[src/rtl/spu_pwl_pkg.sv]
// spu_pwl_pkg: shared encodings, default widths and accumulator sizing for the PWL unit
package spu_pwl_pkg;
  typedef enum logic [1:0] {CFG_BP, CFG_COEF, CFG_BIAS, CFG_RSV} cfg_sel_e;
  localparam int DEF_LANES  = 4;
  localparam int DEF_SEGS   = 8;
  localparam int DEF_DIN_W  = 9;
  localparam int DEF_COEF_W = 8;
  localparam int DEF_BIAS_W = 16;
  localparam int DEF_FRAC   = 6;
  localparam int DEF_DOUT_W = 8;
  function automatic int acc_w(input int cw, input int dw, input int bw);
    return ((cw + dw) > bw ? cw + dw : bw) + 1;
  endfunction
endpackage

[src/rtl/spu_pwl_lane.sv]
// spu_pwl_lane: one lane of segment search, multiply-add and clamp/shift/round
module spu_pwl_lane import spu_pwl_pkg::*; #(
  parameter int SEGS   = DEF_SEGS,
  parameter int DIN_W  = DEF_DIN_W,
  parameter int COEF_W = DEF_COEF_W,
  parameter int BIAS_W = DEF_BIAS_W,
  parameter int FRAC   = DEF_FRAC,
  parameter int DOUT_W = DEF_DOUT_W
) (
  input  logic                           core_clk,
  input  logic                           rst_n,
  input  logic                           s1_ld,
  input  logic                           s2_ld,
  input  logic                           s3_ld,
  input  logic [DIN_W-1:0]               x,
  input  logic [SEGS-2:0][DIN_W-1:0]     bp,
  input  logic [SEGS-1:0][COEF_W-1:0]    coef,
  input  logic [SEGS-1:0][BIAS_W-1:0]    bias,
  input  logic [3:0]                     shift,
  output logic [DOUT_W-1:0]              dout
);
  localparam int IW  = $clog2(SEGS);
  localparam int AW  = acc_w(COEF_W, DIN_W, BIAS_W);
  localparam int SW  = AW + 15;
  localparam int IPW = SW - FRAC;
  localparam logic [IPW:0] DMAX = (IPW+1)'((2 ** DOUT_W) - 1);
  logic [IW-1:0]           idx, idx_r;
  logic signed [DIN_W-1:0] x_r;
  logic signed [AW-1:0]    acc, acc_r;
  logic [SW-1:0]           sh;
  logic [IPW:0]            ip;
  logic                    rnd;
  // first breakpoint the input falls below wins, so scan from the top down
  always_comb begin
    idx = IW'(SEGS - 1);
    for (int i = SEGS - 2; i >= 0; i--)
      idx = ($signed(x) < $signed(bp[i])) ? IW'(i) : idx;
  end
  assign acc = AW'($signed(coef[idx_r])) * AW'(x_r) + AW'($signed(bias[idx_r]));
  assign sh  = acc_r[AW-1] ? '0 : {15'd0, acc_r} << shift;
  assign rnd = sh[FRAC-1] & (sh[FRAC] | (|sh[FRAC-2:0]));
  assign ip  = {1'b0, sh[SW-1:FRAC]} + (IPW+1)'(rnd);
  // S1 index/x, S2 accumulator, S3 saturated result
  always_ff @(posedge core_clk or negedge rst_n)
    if (!rst_n) begin
      idx_r <= '0;
      x_r   <= '0;
      acc_r <= '0;
      dout  <= '0;
    end else begin
      if (s1_ld) idx_r <= idx;
      if (s1_ld) x_r <= $signed(x);
      if (s2_ld) acc_r <= acc;
      if (s3_ld) dout <= (ip >= DMAX) ? {DOUT_W{1'b1}} : ip[DOUT_W-1:0];
    end
endmodule

[src/rtl/spu_pwl_vec.sv]
// spu_pwl_vec: multi-lane elastic 3-stage piecewise-linear function unit with shared tables
module spu_pwl_vec import spu_pwl_pkg::*; #(
  parameter int LANES  = DEF_LANES,
  parameter int SEGS   = DEF_SEGS,
  parameter int DIN_W  = DEF_DIN_W,
  parameter int COEF_W = DEF_COEF_W,
  parameter int BIAS_W = DEF_BIAS_W,
  parameter int FRAC   = DEF_FRAC,
  parameter int DOUT_W = DEF_DOUT_W
) (
  input  logic                      core_clk,
  input  logic                      rst_n,
  input  logic                      cfg_we,
  input  logic [1:0]                cfg_sel,
  input  logic [$clog2(SEGS)-1:0]   cfg_addr,
  input  logic [BIAS_W-1:0]         cfg_wdata,
  input  logic [3:0]                cfg_shift,
  output logic                      cfg_err,
  input  logic                      in_valid,
  output logic                      in_ready,
  input  logic [LANES*DIN_W-1:0]    in_data,
  output logic                      out_valid,
  input  logic                      out_ready,
  output logic [LANES*DOUT_W-1:0]   out_data,
  output logic                      busy
);
  localparam int IW = $clog2(SEGS);
  logic [SEGS-2:0][DIN_W-1:0]  bp_t;
  logic [SEGS-1:0][COEF_W-1:0] coef_t;
  logic [SEGS-1:0][BIAS_W-1:0] bias_t;
  logic s1_valid, s2_valid, s3_valid;
  logic s1_adv, s2_adv, s2_room, s3_room, accept, cfg_ok, cfg_live;
  assign s3_room   = !s3_valid || out_ready;
  assign s2_adv    = s2_valid && s3_room;
  assign s2_room   = !s2_valid || s2_adv;
  assign s1_adv    = s1_valid && s2_room;
  assign in_ready  = !s1_valid || s1_adv;
  assign accept    = in_valid && in_ready;
  assign busy      = s1_valid || s2_valid || s3_valid;
  assign out_valid = s3_valid;
  assign cfg_live  = cfg_we && (cfg_sel != CFG_RSV);
  assign cfg_ok    = cfg_live && !busy && !in_valid;
  // stage valids: a stage takes its predecessor whenever it has room
  always_ff @(posedge core_clk or negedge rst_n)
    if (!rst_n) begin
      s1_valid <= 1'b0;
      s2_valid <= 1'b0;
      s3_valid <= 1'b0;
    end else begin
      if (in_ready) s1_valid <= in_valid;
      if (s2_room) s2_valid <= s1_valid;
      if (s3_room) s3_valid <= s2_valid;
    end
  // table writes are only safe with an empty pipe and no beat on the input
  always_ff @(posedge core_clk or negedge rst_n)
    if (!rst_n) begin
      bp_t    <= '0;
      coef_t  <= '0;
      bias_t  <= '0;
      cfg_err <= 1'b0;
    end else begin
      cfg_err <= cfg_live && !cfg_ok;
      if (cfg_ok && cfg_sel == CFG_BP && cfg_addr != IW'(SEGS - 1)) bp_t[cfg_addr] <= cfg_wdata[DIN_W-1:0];
      if (cfg_ok && cfg_sel == CFG_COEF) coef_t[cfg_addr] <= cfg_wdata[COEF_W-1:0];
      if (cfg_ok && cfg_sel == CFG_BIAS) bias_t[cfg_addr] <= cfg_wdata;
    end
  for (genvar l = 0; l < LANES; l++) begin : g_lane
    spu_pwl_lane #(
      .SEGS(SEGS), .DIN_W(DIN_W), .COEF_W(COEF_W),
      .BIAS_W(BIAS_W), .FRAC(FRAC), .DOUT_W(DOUT_W)
    ) u_lane (
      .core_clk(core_clk),
      .rst_n(rst_n),
      .s1_ld(accept),
      .s2_ld(s1_adv),
      .s3_ld(s2_adv),
      .x(in_data[l*DIN_W +: DIN_W]),
      .bp(bp_t),
      .coef(coef_t),
      .bias(bias_t),
      .shift(cfg_shift),
      .dout(out_data[l*DOUT_W +: DOUT_W])
    );
  end
endmodule

[config.mk]
export PLATFORM = sky130hd
export DESIGN_NAME = spu_pwl_vec
export DESIGN_NICKNAME = d
export VERILOG_FILES = /design/src/rtl/spu_pwl_pkg.sv /design/src/rtl/spu_pwl_lane.sv /design/src/rtl/spu_pwl_vec.sv
export SDC_FILE = /design/constraint.sdc
export NUM_CORES = 2
export LEC_CHECK = 0
export BUFFER_PORTS_ARGS = -buffer_cell sky130_fd_sc_hd__buf_2
export CAP_MARGIN = 5
export CORE_MARGIN = 10
export CORE_UTILIZATION = 55
export DETAILED_ROUTE_END_ITERATION = 12
export PLACE_DENSITY = 0.75
export SYNTH_ARGS = -nofsm -noshare
export SYNTH_HDL_FRONTEND = slang
export SYNTH_SLANG_ARGS = --single-unit
[constraint.sdc]
create_clock -name core_clk -period 7.96 [get_ports core_clk]
set_clock_uncertainty 0.2 [all_clocks]
set_input_delay 1.592 -clock core_clk [delete_from_list [all_inputs] [get_ports core_clk]]
set_output_delay 1.592 -clock core_clk [all_outputs]
set_load 0.01 [all_outputs]
==> reports/summary.txt <==
Seq/Total Area, Yosys - 0.229
Largest net degree at the start of global routing - 143
Final Non-Filler Cells - 5179
Clock transition at the registers of the reported paths - 0.07 ns
FILL cells - 6467
CTS root buffer - clkbuf_16
Post-CTS setup buffer count - 0
Max clock buf depth - 3
Initial Util - 0.557
Cell row count - 104
Fin crit share - 0.874
Ratio of cells with drive above 1 in the final layout - 0.217
Synth Flop Type - dfrtp_1
Vias/cell - 6.37
DR WL/cell - 24.1 um
Post-synth EDFFs - 0
Core Util, Final - 0.596
Ys async rst share - 1.00
Fmax - 0.144 GHz
Post-Synthesis Cells - 4056
Clock Power Share - 0.346
P_leak - 22.7 nW
Die Wd - 306 um
DRT iter0 DRCs - 2958
Vias - 32992
Total track usage - 0.267
First-pass GRT wire length - 197000 um
Final nets - 4865
Crit path DAT - 7.23 ns
Die Y - 306 um
Largest area contributor in the netlist - dfrtp_1
Yosys top cell area share - 0.229
DRC violations left - 0
Final hold violation count - 0
Total Neg Setup Slack - 0 ns
Most common cell after layout, fill and taps aside - dfrtp_1
Final ANT Viol Nets - 0
Final Max Tran Viols - 0
Number of global-route vias before repair - 33684
Hold-fix buffers, CTS - 0
Minimum clock period - 6.96 ns
I/O pin cnt - 102
Logic pwr share - 0.274
Critical path buffers and inverters - 1
Antenna Cells - 0
Endpoints failing setup - 0
Setup crit end kind - flip-flop
Post-DP HPWL - 93300 um
IO buf count - 101
Power density cells - 145 nW/um^2
Most frequent cells in the layout - 403 x dfrtp_1, 397 x inv_1, 388 x ha_1
Synth warn - 0
Critical path's slowest cell - dfrtp_4
P_sw - 2.40 mW
Worst-Skew Late Latency - 0.66 ns
CTS tree - built
Max VDD drop - 0.163 mV
Required @ worst endpoint - 8.24 ns
Syn Nets - 4838
Footprint of the multi-input gates - 32300 sq um
Unrepaired setup endpoints after global routing - no
Syn_area_per_cell - 11.1 sq um
Setup crit start kind - flip-flop
Grt total ovfl - 0
CTS Buf Count - 49
P_int - 4.57 mW
Max-cap violations - 0
Relative slew slack - 0.125
Core footprint - 80800 sq um
Most used cell, CP - fa_1
Reg power frac - 0.380
Seq cells post-synth - 411
Area Growth Syn to Fin - 7.11%
Outcome - finished clean
Antenna violations before repair - 2
Net Sw Frac - 0.344
Cell Area, Synth - 45000 sq um
PostCTS Resize Cnt - 0
WS Path Type - reg -> reg
Post-Place Cells - 5092
FF/Latch Area - 10300 sq um
CP cell instances - mux4_2 > mux2i_1 > fa_1 > inv_1 > fa_1 > ha_1 > fa_1 > ha_1 > fa_1 > a21o_1 > a21oi_1 > o21bai_1 > a21oi_1 > nor2b_1 > o21ai_0 > a21oi_1 > o41ai_1 > xor2_1 > o21ai_0
Hold Crit Class - reg -> reg
CP peak stage delay - 0.88 ns
Crit-path max FO - 35
Pre-antenna DRT Iters - 8
Htree depth - 2
Final wirelength - 125000 um
Design area - 48200 sq um
CTS Sinks - 411
CP delay by family, top - adder cells
GP Congestion - 0.949
Synth top area cells - dfrtp_1 23%, fa_1 15%, mux4_2 13%, ha_1 11%, mux2_2 9.0%
Distinct cell type count after synthesis - 94
Slew at the pin with the worst max-slew slack - 1.31 ns
Placed Area - 46500 sq um
Full die area - 93600 sq um
worst paths after layout:
check | start | to | slack [ns] | cells past startpoint
worst min register to register | g_lane[1].u_lane.dout[0]$_DFFE_PN0P_ | g_lane[1].u_lane.dout[0]$_DFFE_PN0P_ | 0.29 | 1
worst max register to register | g_lane[3].u_lane.idx_r[0]$_DFFE_PN0P_ | g_lane[3].u_lane.acc_r[16]$_DFFE_PN0P_ | 1.00 | 19
max in group asynchronous | rst_n | g_lane[1].u_lane.idx_r[0]$_DFFE_PN0P_ | 5.38 | 2
worst max-delay path | g_lane[3].u_lane.idx_r[0]$_DFFE_PN0P_ | g_lane[3].u_lane.acc_r[16]$_DFFE_PN0P_ | 1.00 | 19
worst min-delay path | g_lane[1].u_lane.dout[0]$_DFFE_PN0P_ | g_lane[1].u_lane.dout[0]$_DFFE_PN0P_ | 0.29 | 1
min in group asynchronous | rst_n | g_lane[1].u_lane.x_r[5]$_DFFE_PN0P_ | 0.71 | 1
sequential cells by signal (all words and copies together) (netlist names):
register,flops
bias_t,128
g_lane.u_lane.acc_r,72
coef_t,64
bp_t,63
g_lane.u_lane.x_r,36
g_lane.u_lane.dout,32
g_lane.u_lane.idx_r,12
cfg_err,1
out_valid,1
s1_valid,1
s2_valid,1
worst reg2reg max path, delay by kind of cell, from the launching register on:
family                   cells  cell delay [ns]
flip-flops                   1             0.88
multiplexers                 2             1.26
XOR/XNOR                     1             0.17
buffers and inverters        1             0.09
AO/OA/AOI/OAI                8             1.46
adder cells (fa/ha/maj)      6             2.65
AND/OR/NAND/NOR              1             0.07
cells in the mapped netlist, types with 9 or more instances:
| master | number |
|---|---|
| or3_1 | 10 |
| o22ai_1 | 15 |
| a21oi_1 | 122 |
| ha_1 | 388 |
| mux2_1 | 18 |
| nor2b_1 | 165 |
| nor3_1 | 44 |
| xor2_1 | 37 |
| o21ai_0 | 110 |
| nor2_1 | 145 |
| o211ai_1 | 11 |
| buf_2 | 13 |
| nand3_1 | 36 |
| nor3b_1 | 10 |
| a22o_1 | 10 |
| a21o_1 | 136 |
| nand4_1 | 10 |
| clkbuf_1 | 108 |
| nand3b_1 | 10 |
| and2_1 | 31 |
| nand2_1 | 252 |
| mux2_2 | 359 |
| nor4_1 | 19 |
| dfrtp_1 | 411 |
| or2_2 | 16 |
| o31ai_1 | 17 |
| and3_1 | 12 |
| mux4_2 | 251 |
| a32o_1 | 9 |
| xnor2_1 | 72 |
| a31oi_1 | 17 |
| o21bai_1 | 14 |
| mux2i_1 | 141 |
| fa_1 | 328 |
| inv_1 | 397 |
| buf_1 | 47 |
| a211oi_1 | 18 |
| nand2b_1 | 87 |
power groups by stage:
stage / registers [mW] / logic [mW] / clock network (mW)
global route: 2.68 / 2.10 / 2.53
global placement: 2.66 / 1.85 / 0
CTS: 2.64 / 1.91 / 2.44
floorplan: 2.47 / 1.45 / 0
finish: 2.65 / 1.91 / 2.41
detailed placement: 2.68 / 1.89 / 0
kinds of logic after synthesis:
family / Yosys count / synth area share
and+or+nand+nor: 878 / 0.101
buffers and inverters: 586 / 0.0525
xor gates and xnor gates: 109 / 0.0212
AOI/OAI and AO/OA: 581 / 0.0871
muxes: 775 / 0.255
DFF: 411 / 0.229
adders and majority gates: 716 / 0.254
cell type report:
cell class	instances	share of cell area
Sequential cell	411	0.214
Timing Repair Buffer	162	0.0207
Multi-Input combinational cell	3059	0.671
Clock inverter	19	0.00668
Clock buffer	68	0.0288
Tap cell	1060	0.0275
Inverter	400	0.0312
layer usage:
layer  track usage  part of all wire
met1         0.343              0.39
met2         0.425              0.46
met3        0.0629             0.096
met4         0.125             0.055
met5             0                 0
stage by stage:
stage          hold WS, ns  worst slack, ns  power, mW
6_report             0.292             1.00       6.97
4_1_cts              0.294             1.05       6.98
3_3_place_gp         0.278             1.27       4.52
5_1_grt              0.312            0.631       7.31
3_5_place_dp         0.282             1.12       4.57
2_1_floorplan        0.272             1.16       3.92
Note: power is estimated with default switching activity, not from simulation.
